===== src/rtl/led_sequencer_pkg.sv =====
// Shared definitions for the LED pattern blocks: pattern modes and sweep direction.
package led_sequencer_pkg;

  typedef enum logic [1:0] {
    MODE_COUNT   = 2'd0,
    MODE_SCAN    = 2'd1,
    MODE_BLINK   = 2'd2,
    MODE_BREATHE = 2'd3
  } mode_e;

  typedef enum logic {
    DIR_UP   = 1'b0,
    DIR_DOWN = 1'b1
  } dir_e;

endpackage


===== src/rtl/led_sequencer_tick_gen.sv =====
// Enable-gated prescaler producing a registered one-cycle step strobe.
// o_step is the combinational "this edge is a step edge" qualifier; o_tick is
// the same event registered, so it is high in the cycle right after that edge.
module tick_gen #(
  parameter int PRESCALE_WIDTH = 22
) (
  input  logic i_clk,
  input  logic i_reset,
  input  logic i_enable,
  output logic o_step,
  output logic o_tick
);

  logic [PRESCALE_WIDTH-1:0] r_prescaler;
  logic                      r_tick;

  assign o_step = i_enable && (r_prescaler == '1);
  assign o_tick = r_tick;

  // Prescaler advances only on enabled cycles; strobe follows the wrap edge.
  always_ff @(posedge i_clk or posedge i_reset) begin
    if (i_reset) begin
      r_prescaler <= '0;
      r_tick      <= 1'b0;
    end else begin
      if (i_enable) begin
        r_prescaler <= r_prescaler + PRESCALE_WIDTH'(1);
      end
      r_tick <= o_step;
    end
  end

endmodule


===== src/rtl/led_sequencer.sv =====
// Board LED pattern generator: prescaled step tick drives one of four pattern
// engines (binary count, bouncing scan, blink, PWM breathe) onto NLEDS outputs.
// In the non-breathe modes the LED register itself holds the pattern state.
module led_sequencer
  import led_sequencer_pkg::*;
#(
  parameter int NLEDS          = 4,
  parameter int PRESCALE_WIDTH = 22,
  parameter int PWM_BITS       = 8
) (
  input  logic             i_clk,
  input  logic             i_reset,
  input  logic             i_enable,
  input  logic [1:0]       i_mode,
  output logic [NLEDS-1:0] o_led,
  output logic             o_tick
);

  localparam logic [NLEDS-1:0]    PATTERN_ONE = NLEDS'(1);
  localparam logic [PWM_BITS-1:0] DUTY_MAX    = '1;

  logic                w_step;
  logic                w_mode_change;
  mode_e               w_mode_req;

  mode_e               r_mode;
  dir_e                r_dir;
  logic [PWM_BITS-1:0] r_duty;
  logic [PWM_BITS-1:0] r_pwm_cnt;
  logic [NLEDS-1:0]    r_led;

  mode_e               w_mode_next;
  dir_e                w_dir_next;
  logic [PWM_BITS-1:0] w_duty_next;
  logic [NLEDS-1:0]    w_pattern_next;

  tick_gen #(
    .PRESCALE_WIDTH(PRESCALE_WIDTH)
  ) u_tick_gen (
    .i_clk    (i_clk),
    .i_reset  (i_reset),
    .i_enable (i_enable),
    .o_step   (w_step),
    .o_tick   (o_tick)
  );

  assign w_mode_req    = mode_e'(i_mode);
  assign w_mode_change = w_step && (w_mode_req != r_mode);
  assign o_led         = r_led;

  // Next pattern state: load the new mode's start value on a mode change, else advance one step.
  always_comb begin
    w_mode_next    = r_mode;
    w_dir_next     = r_dir;
    w_duty_next    = r_duty;
    w_pattern_next = r_led;
    if (w_mode_change) begin
      w_mode_next = w_mode_req;
      w_dir_next  = DIR_UP;
      w_duty_next = '0;
      case (w_mode_req)
        MODE_COUNT: w_pattern_next = '0;
        MODE_SCAN:  w_pattern_next = PATTERN_ONE;
        MODE_BLINK: w_pattern_next = '1;
        default:    w_pattern_next = '0;  // breathe starts dark at duty 0
      endcase
    end else if (w_step) begin
      case (r_mode)
        MODE_COUNT: w_pattern_next = r_led + NLEDS'(1);
        MODE_SCAN: begin
          // End LEDs dwell for a single step: flip direction while stepping off the end.
          if (NLEDS == 1) begin
            w_pattern_next = PATTERN_ONE;
          end else if (r_dir == DIR_UP) begin
            if (r_led[NLEDS-1]) begin
              w_pattern_next = r_led >> 1;
              w_dir_next     = DIR_DOWN;
            end else begin
              w_pattern_next = r_led << 1;
            end
          end else begin
            if (r_led[0]) begin
              w_pattern_next = r_led << 1;
              w_dir_next     = DIR_UP;
            end else begin
              w_pattern_next = r_led >> 1;
            end
          end
        end
        MODE_BLINK: w_pattern_next = ~r_led;
        default: begin
          // Triangle duty sweep, reversing on the step that leaves either end.
          if (r_dir == DIR_UP) begin
            if (r_duty == DUTY_MAX) begin
              w_duty_next = r_duty - PWM_BITS'(1);
              w_dir_next  = DIR_DOWN;
            end else begin
              w_duty_next = r_duty + PWM_BITS'(1);
            end
          end else begin
            if (r_duty == '0) begin
              w_duty_next = r_duty + PWM_BITS'(1);
              w_dir_next  = DIR_UP;
            end else begin
              w_duty_next = r_duty - PWM_BITS'(1);
            end
          end
        end
      endcase
    end
  end

  // Pattern/PWM state register; every bit holds while disabled.
  always_ff @(posedge i_clk or posedge i_reset) begin
    if (i_reset) begin
      r_mode    <= MODE_COUNT;
      r_dir     <= DIR_UP;
      r_duty    <= '0;
      r_pwm_cnt <= '0;
      r_led     <= '0;
    end else if (i_enable) begin
      r_mode    <= w_mode_next;
      r_dir     <= w_dir_next;
      r_duty    <= w_duty_next;
      r_pwm_cnt <= r_pwm_cnt + PWM_BITS'(1);
      if (w_mode_next == MODE_BREATHE && !w_mode_change) begin
        r_led <= {NLEDS{r_pwm_cnt < r_duty}};
      end else begin
        r_led <= w_pattern_next;
      end
    end
  end

endmodule

===== config.mk =====
export PLATFORM = sky130hd
export DESIGN_NAME = led_sequencer
export DESIGN_NICKNAME = d
export VERILOG_FILES = /design/src/rtl/led_sequencer_pkg.sv /design/src/rtl/led_sequencer_tick_gen.sv /design/src/rtl/led_sequencer.sv
export SDC_FILE = /design/constraint.sdc
export NUM_CORES = 1
export LEC_CHECK = 0
export CELL_PAD_IN_SITES_DETAIL_PLACEMENT = 0
export CELL_PAD_IN_SITES_GLOBAL_PLACEMENT = 1
export CORE_MARGIN = 3
export CORE_UTILIZATION = 36
export DETAILED_ROUTE_END_ITERATION = 16
export PLACE_DENSITY_LB_ADDON = 0.1
export SYNTH_ARGS = -nofsm -noshare
export SYNTH_HDL_FRONTEND = slang
export SYNTH_SLANG_ARGS = --single-unit

===== constraint.sdc =====
create_clock -name i_clk -period 2.3 [get_ports i_clk]
set_input_delay 0.23 -clock i_clk [delete_from_list [all_inputs] [get_ports i_clk]]
set_output_delay 0.23 -clock i_clk [all_outputs]
set_load 0.02 [all_outputs]

==> results of run 1 <==
[worst min-delay path by stage]
stage                     slack (ps)                              startpoint                                endpoint
after floorplan                  350                               i_mode[1]                   r_mode[1]$_DFFE_PP0P_
after global placement           460  u_tick_gen.r_prescaler[10]$_DFFE_PP0P_  u_tick_gen.r_prescaler[10]$_DFFE_PP0P_
after detailed placement         460  u_tick_gen.r_prescaler[21]$_DFFE_PP0P_  u_tick_gen.r_prescaler[21]$_DFFE_PP0P_
after CTS                        160                                 i_reset   u_tick_gen.r_prescaler[8]$_DFFE_PP0P_
after global routing             170                                 i_reset   u_tick_gen.r_prescaler[8]$_DFFE_PP0P_
final                            150                                 i_reset                   r_mode[1]$_DFFE_PP0P_
[per-layer routing]
layer / track usage / part of all wire
met1: 0.2098 / 0.49
met2: 0.2691 / 0.48
met3: 0.02484 / 0.021
met4: 0.03249 / 0.0069
met5: 0 / 0
[registers in the layout, summed over array words and instances, names as in the netlist]
signal                  flops
u_tick_gen.r_prescaler     22
r_duty                      8
r_pwm_cnt                   8
o_led                       4
r_mode                      2
r_dir                       1
u_tick_gen.o_tick           1
[worst max-delay path, delay by kind of cell (launching register included)]
kind	cells	cell delay [ps]
compound gates	3	680
flops	1	460
buf+inv	1	230
mux	1	290
simple gates	2	380
[per-stage QoR]
| stage | hold WS [ps] | instances | util | setup slack [ps] | total power [mW] |
|---|---|---|---|---|---|
| 2_1_floorplan | 346.8 | 295 | - | 187.5 | 1.275 |
| 3_3_place_gp | 455.9 | 414 | 0.4207 | 218.7 | 1.367 |
| 3_5_place_dp | 459.2 | 414 | 0.4207 | 150.1 | 1.380 |
| 4_1_cts | 162.0 | 422 | 0.4359 | 189.1 | 2.021 |
| 5_1_grt | 167.7 | 422 | 0.4364 | 25.40 | 2.115 |
| 6_report | 154.8 | 422 | 0.4364 | 164.2 | 1.995 |
[power by group]
group          leakage, nW  internal, mW  switching, mW
Combinational        0.830         0.162          0.138
Clock               0.0585         0.326          0.303
Sequential           0.582         0.924          0.142
[logic make-up after synthesis]
kind of cell	Yosys count	synth area share
buffers and inverters	26	0.03536
AO/OA/AOI/OAI	53	0.1321
flip-flops	46	0.4118
XOR/XNOR	31	0.09714
AND/OR/NAND/NOR	111	0.2050
adder cells (fa/ha/maj)	19	0.08505
multiplexers	9	0.03357
[cell type report]
| cell class | instances | share of cell area |
|---|---|---|
| clock buffer | 5 | 0.02128 |
| clock inverter | 3 | 0.01354 |
| inverter | 19 | 0.02206 |
| multi-input combinational | 223 | 0.4791 |
| sequential | 46 | 0.3560 |
| tap | 99 | 0.03831 |
| timing repair buffer | 27 | 0.06966 |
[layout by cell type (no fill, tap or decap), drive strengths merged, types with 2 or more instances in the layout]
cell and instances:
nand2 31, o221ai 2, o211ai 5, xnor2 21, o21ai 11, and3 5, mux2i 6, a211oi 2
inv 20, xor2 10, dfrtp 46, clkdlybuf4s50 9, nand4 20, o31ai 7, nor2 19, nand3 14
buf 18, a31oi 7, a21oi 9, nor2b 3, clkbuf 5, ha 19, mux2 3, nand2b 2
nor3 4, or2 2, and4 7, and2 3, a22o 3
==> metrics, run 1 <==
status finished clean; DR pass1 iterations 4; CP Data Arrival Time 2350 ps; Syn Nets 319; sequential area share after synthesis 0.4118; post-route cell area 3233 um^2; Vias/cell 5.237; startpoint types register; die width 94.12 um; layout cell share with drive strength beyond 1 0.1146; Reg2Reg Depth 7; clk_lat worst skew 300 ps; DR DRC count 0; Worst Path Required 2510 ps; Final Routed Wirelength 6340 um; Die ar. 8858 um^2; TritonCTS Buffers 5; R2R Setup Slk 160 ps; Crit Path Class reg -> reg; setup TNS 0 ps; final hold violations 0; worst-case vdd ir drop 0.3207 mV; slew margin rel. 0.7037; Post-CTS Resized 0; layout net count 346; fin. max-slew vios 0; number of flops mapped to enable cells by yosys 0; critical path fanouts, max 7; num ports 10; Die Y 94.12 um; via count 2,210; gr ovfl total 0; Post-CTS Setup Inserts 0; Max stage delay on crit path 470 ps; Final Skew 8.065 ps; crit path time final 2136 ps; Buffers on Ports 9; most common cell in the netlist dfrtp_1; Synth top area share 0.4118; # hold bufs at CTS 0; Synth Instances 295; Seq cells post-synth 46; top_reg_cell synth dfrtp_1; multi-input logic area 1549 um^2; slew at the pin with the worst max-slew slack 444.5 ps; FF+latch area 1151 um^2; Placed Area 3117 um^2; Worst Setup SP r_duty[2]$_DFFE_PP0P_; Ant. Diodes 0; Final Setup Violations 0; All-Layer GR Usage 0.1574; area grow syn2layout 15.67%; fillers 740; clock root cell clkbuf_8; Commonest cells post-synth dfrtp_1, nand2_1, xnor2_1, nand4_1; first-pass GRT wire length 11,060 um; Async S/R FF share, synth 1.000; Avg Cell Area, Syn 9.475 um^2; Detailed Route Iter0 Violations 105; synth top area cells dfrtp_1, ha_1, xnor2_1, nand4_1, nand2_1; mapped cell area 2795 um^2; post-synth cell types 40; WL/cell 15.02 um; initial core utilization 0.3773; Fmax 468.2 MHz; initial antenna violation count 0; CTS tree built; CP endpoint r_duty[4]$_DFFE_PP0P_; core box area 7408 um^2; RSZ-0062 raised after global routing no; hpwl dp 4802 um; vias in the first global route 2,262; H-tree Lvls 2; CTS clock-pin slew for the worst setup and hold paths 100 ps; Longest Clk Path Bufs 2; Leakage Power 1.471 nW; worst reg2reg path endpoint r_duty[4]$_DFFE_PP0P_; Cell Pwr Density 617.1 nW/um^2; hold crit path type in -> async; CTS Sinks 46; pin count of the biggest net entering global routing 21; Final period util 0.9286; CP Capture Type register; Yosys warnings 0; worst path cell trace and2_4 > and4_4 > a311oi_4 > buf_4 > mux2i_1 > a31oi_1 > o31ai_1; Final Wtd Congestion 0.8205; RR Startpoint r_duty[2]$_DFFE_PP0P_; post-route ant nets 0; max-cap viol count 0; top cell type by total area after synthesis dfrtp_1; Slowest cell on crit path a311oi_4; Site Rows 31
Power figures use the tool's default switching activity.
==> run 2: changes to the inputs <==
CORE_UTILIZATION = 45   (was 36)
PLACE_DENSITY_LB_ADDON = 0.05   (was 0.1)
==> run 2 against run 1 <==
- register-to-register slack improved by 30 ps
- utilization increased by 9.9 points
- cell count decreased by 5.5%
- sequential share of layout area increased by 0.52 points
- clock-buffer cell count unchanged
- hold slack improved by 120 ps
- combinational power increased by 5%
- worst setup slack improved by 32 ps
- critical endpoint is now r_duty[7]$_DFFE_PP0P_
- wire length decreased by 6.2%
- sequential power about the same
==> metrics, run 2 (synthesis results as in run 1) <==
status finished clean; Buffers on Ports 9; gr ovfl total 0; initial core utilization 0.4693; layout net count 347; Max stage delay on crit path 480 ps; CP Capture Type register; clock root cell clkbuf_8; Die Y 84.82 um; Fmax 475.3 MHz; CTS clock-pin slew for the worst setup and hold paths 100 ps; number of flip-flops in the largest register 22; Vias/cell 5.481; biggest regs u_tick_gen.r_prescaler (22), r_duty (8), r_pwm_cnt (8); H-tree Lvls 2; slew at the pin with the worst max-slew slack 517.9 ps; CTS tree built; fin. max-slew vios 0; commonest non-fill, non-tap cells in the layout dfrtp_1, nand2_1, xnor2_1, nand4_1; slew margin rel. 0.6542; Post-CTS Resized 0; RSZ-0062 raised after global routing no; Final Wtd Congestion 0.8769; core box area 5956 um^2; initial antenna violation count 0; DP Cell Count 391; via count 2,187; WL/cell 14.91 um; Pwr Total 1.880 mW; die width 84.82 um; TritonCTS Buffers 5; worst-case vdd ir drop 0.5043 mV; clk_lat worst skew 300 ps; post-route ant nets 0; Final Skew 14.11 ps; Final Routed Wirelength 5948 um; Buffers & Inverters on Critical Path 1; DR pass1 iterations 4; Final Setup Violations 0; Ant. Diodes 0; num ports 10; worst path cell trace and2_4 > and4_4 > a311oi_4 > buf_4 > mux2i_1 > a31oi_1 > o31ai_1; setup TNS 0 ps; Cell Pwr Density 590.0 nW/um^2; Final period util 0.9147; Site Rows 28; Finished Layout Cells 399; startpoint types register; fillers 570; All-Layer GR Usage 0.1765; crit path time final 2104 ps; largest register by flop count u_tick_gen.r_prescaler; hpwl dp 4533 um; hold crit path type in -> async; max-cap viol count 0; Crit Path Class reg -> reg; first-pass GRT wire length 10,270 um; area grow syn2layout 14.01%; Slowest cell on crit path a311oi_4; Worst Path Required 2490 ps; multi-input logic area 1545 um^2; Crit path max-delay family compound AO/OA/AOI/OAI gates; Detailed Route Iter0 Violations 117; pin count of the biggest net entering global routing 25; critical path fanouts, max 7; DR DRC count 0; FF+latch area 1151 um^2; CP Data Arrival Time 2300 ps; Post-CTS Setup Inserts 0; # hold bufs at CTS 0; Leakage Power 1.458 nW; layout cell share with drive strength beyond 1 0.1142; CTS Sinks 46; commonest non-fill, non-tap cell in the layout dfrtp_1; Longest Clk Path Bufs 2; vias in the first global route 2,051; final hold violations 0; Die ar. 7194 um^2
-- run 2: cell types whose count changed in the layout (fill, tap and decap cells not counted) --
cell / change
a21oi_1: +1
buf_4: +1
clkinvlp_4: +2
a21oi_2: -1
clkinv_2: -1
bufinv_16: -1
-- run 2: cell type report --
type                       instances  area share
multi-input combinational        223      0.4849
clock inverter                     3    0.007460
sequential                        46      0.3612
clock buffer                       5     0.02159
tap                               75     0.02945
timing repair buffer              28     0.07303
inverter                          19     0.02238
-- run 2: final timing paths --
check | start | end | slack, ps | cells after the start
max | r_duty[2]$_DFFE_PP0P_ | r_duty[7]$_DFFE_PP0P_ | 200 | 7
max reg2reg | r_duty[2]$_DFFE_PP0P_ | r_duty[7]$_DFFE_PP0P_ | 200 | 7
max in group asynchronous | i_reset | r_pwm_cnt[4]$_DFFE_PP0P_ | 1420 | 3
min reg2reg | u_tick_gen.r_prescaler[10]$_DFFE_PP0P_ | u_tick_gen.r_prescaler[10]$_DFFE_PP0P_ | 480 | 1
min | i_reset | u_tick_gen.r_prescaler[12]$_DFFE_PP0P_ | 280 | 2
min in group i_clk | u_tick_gen.r_prescaler[10]$_DFFE_PP0P_ | u_tick_gen.r_prescaler[10]$_DFFE_PP0P_ | 480 | 1
-- run 2: through the flow --
step	util	setup slack, ps	cell area (um^2)	hold WS (ps)
final	0.5351	196.2	3187	275.3
after CTS	0.5351	210.7	3187	291.0
after detailed placement	0.5195	154.6	3094	456.6
after global routing	0.5351	42.30	3187	330.9
after global placement	0.5195	188.1	3094	460.2
after floorplan	-	187.5	2795	346.8
-- run 2: per-layer routing --
layer | routed length [um] | vias to the layer above | global-route usage
li1 | - | 1123 | -
met1 | 3017 | 1041 | 0.2624
met2 | 2744 | 21 | 0.2719
met3 | 168 | 2 | 0.02913
met4 | 17 | 0 | 0.03885
met5 | 0 | - | 0
-- run 2: power breakdown --
| group | internal, mW | total (mW) | switching, mW |
|---|---|---|---|
| sequential | 0.924 | 1.05 | 0.128 |
| combinational | 0.170 | 0.315 | 0.144 |
| clock | 0.218 | 0.513 | 0.296 |
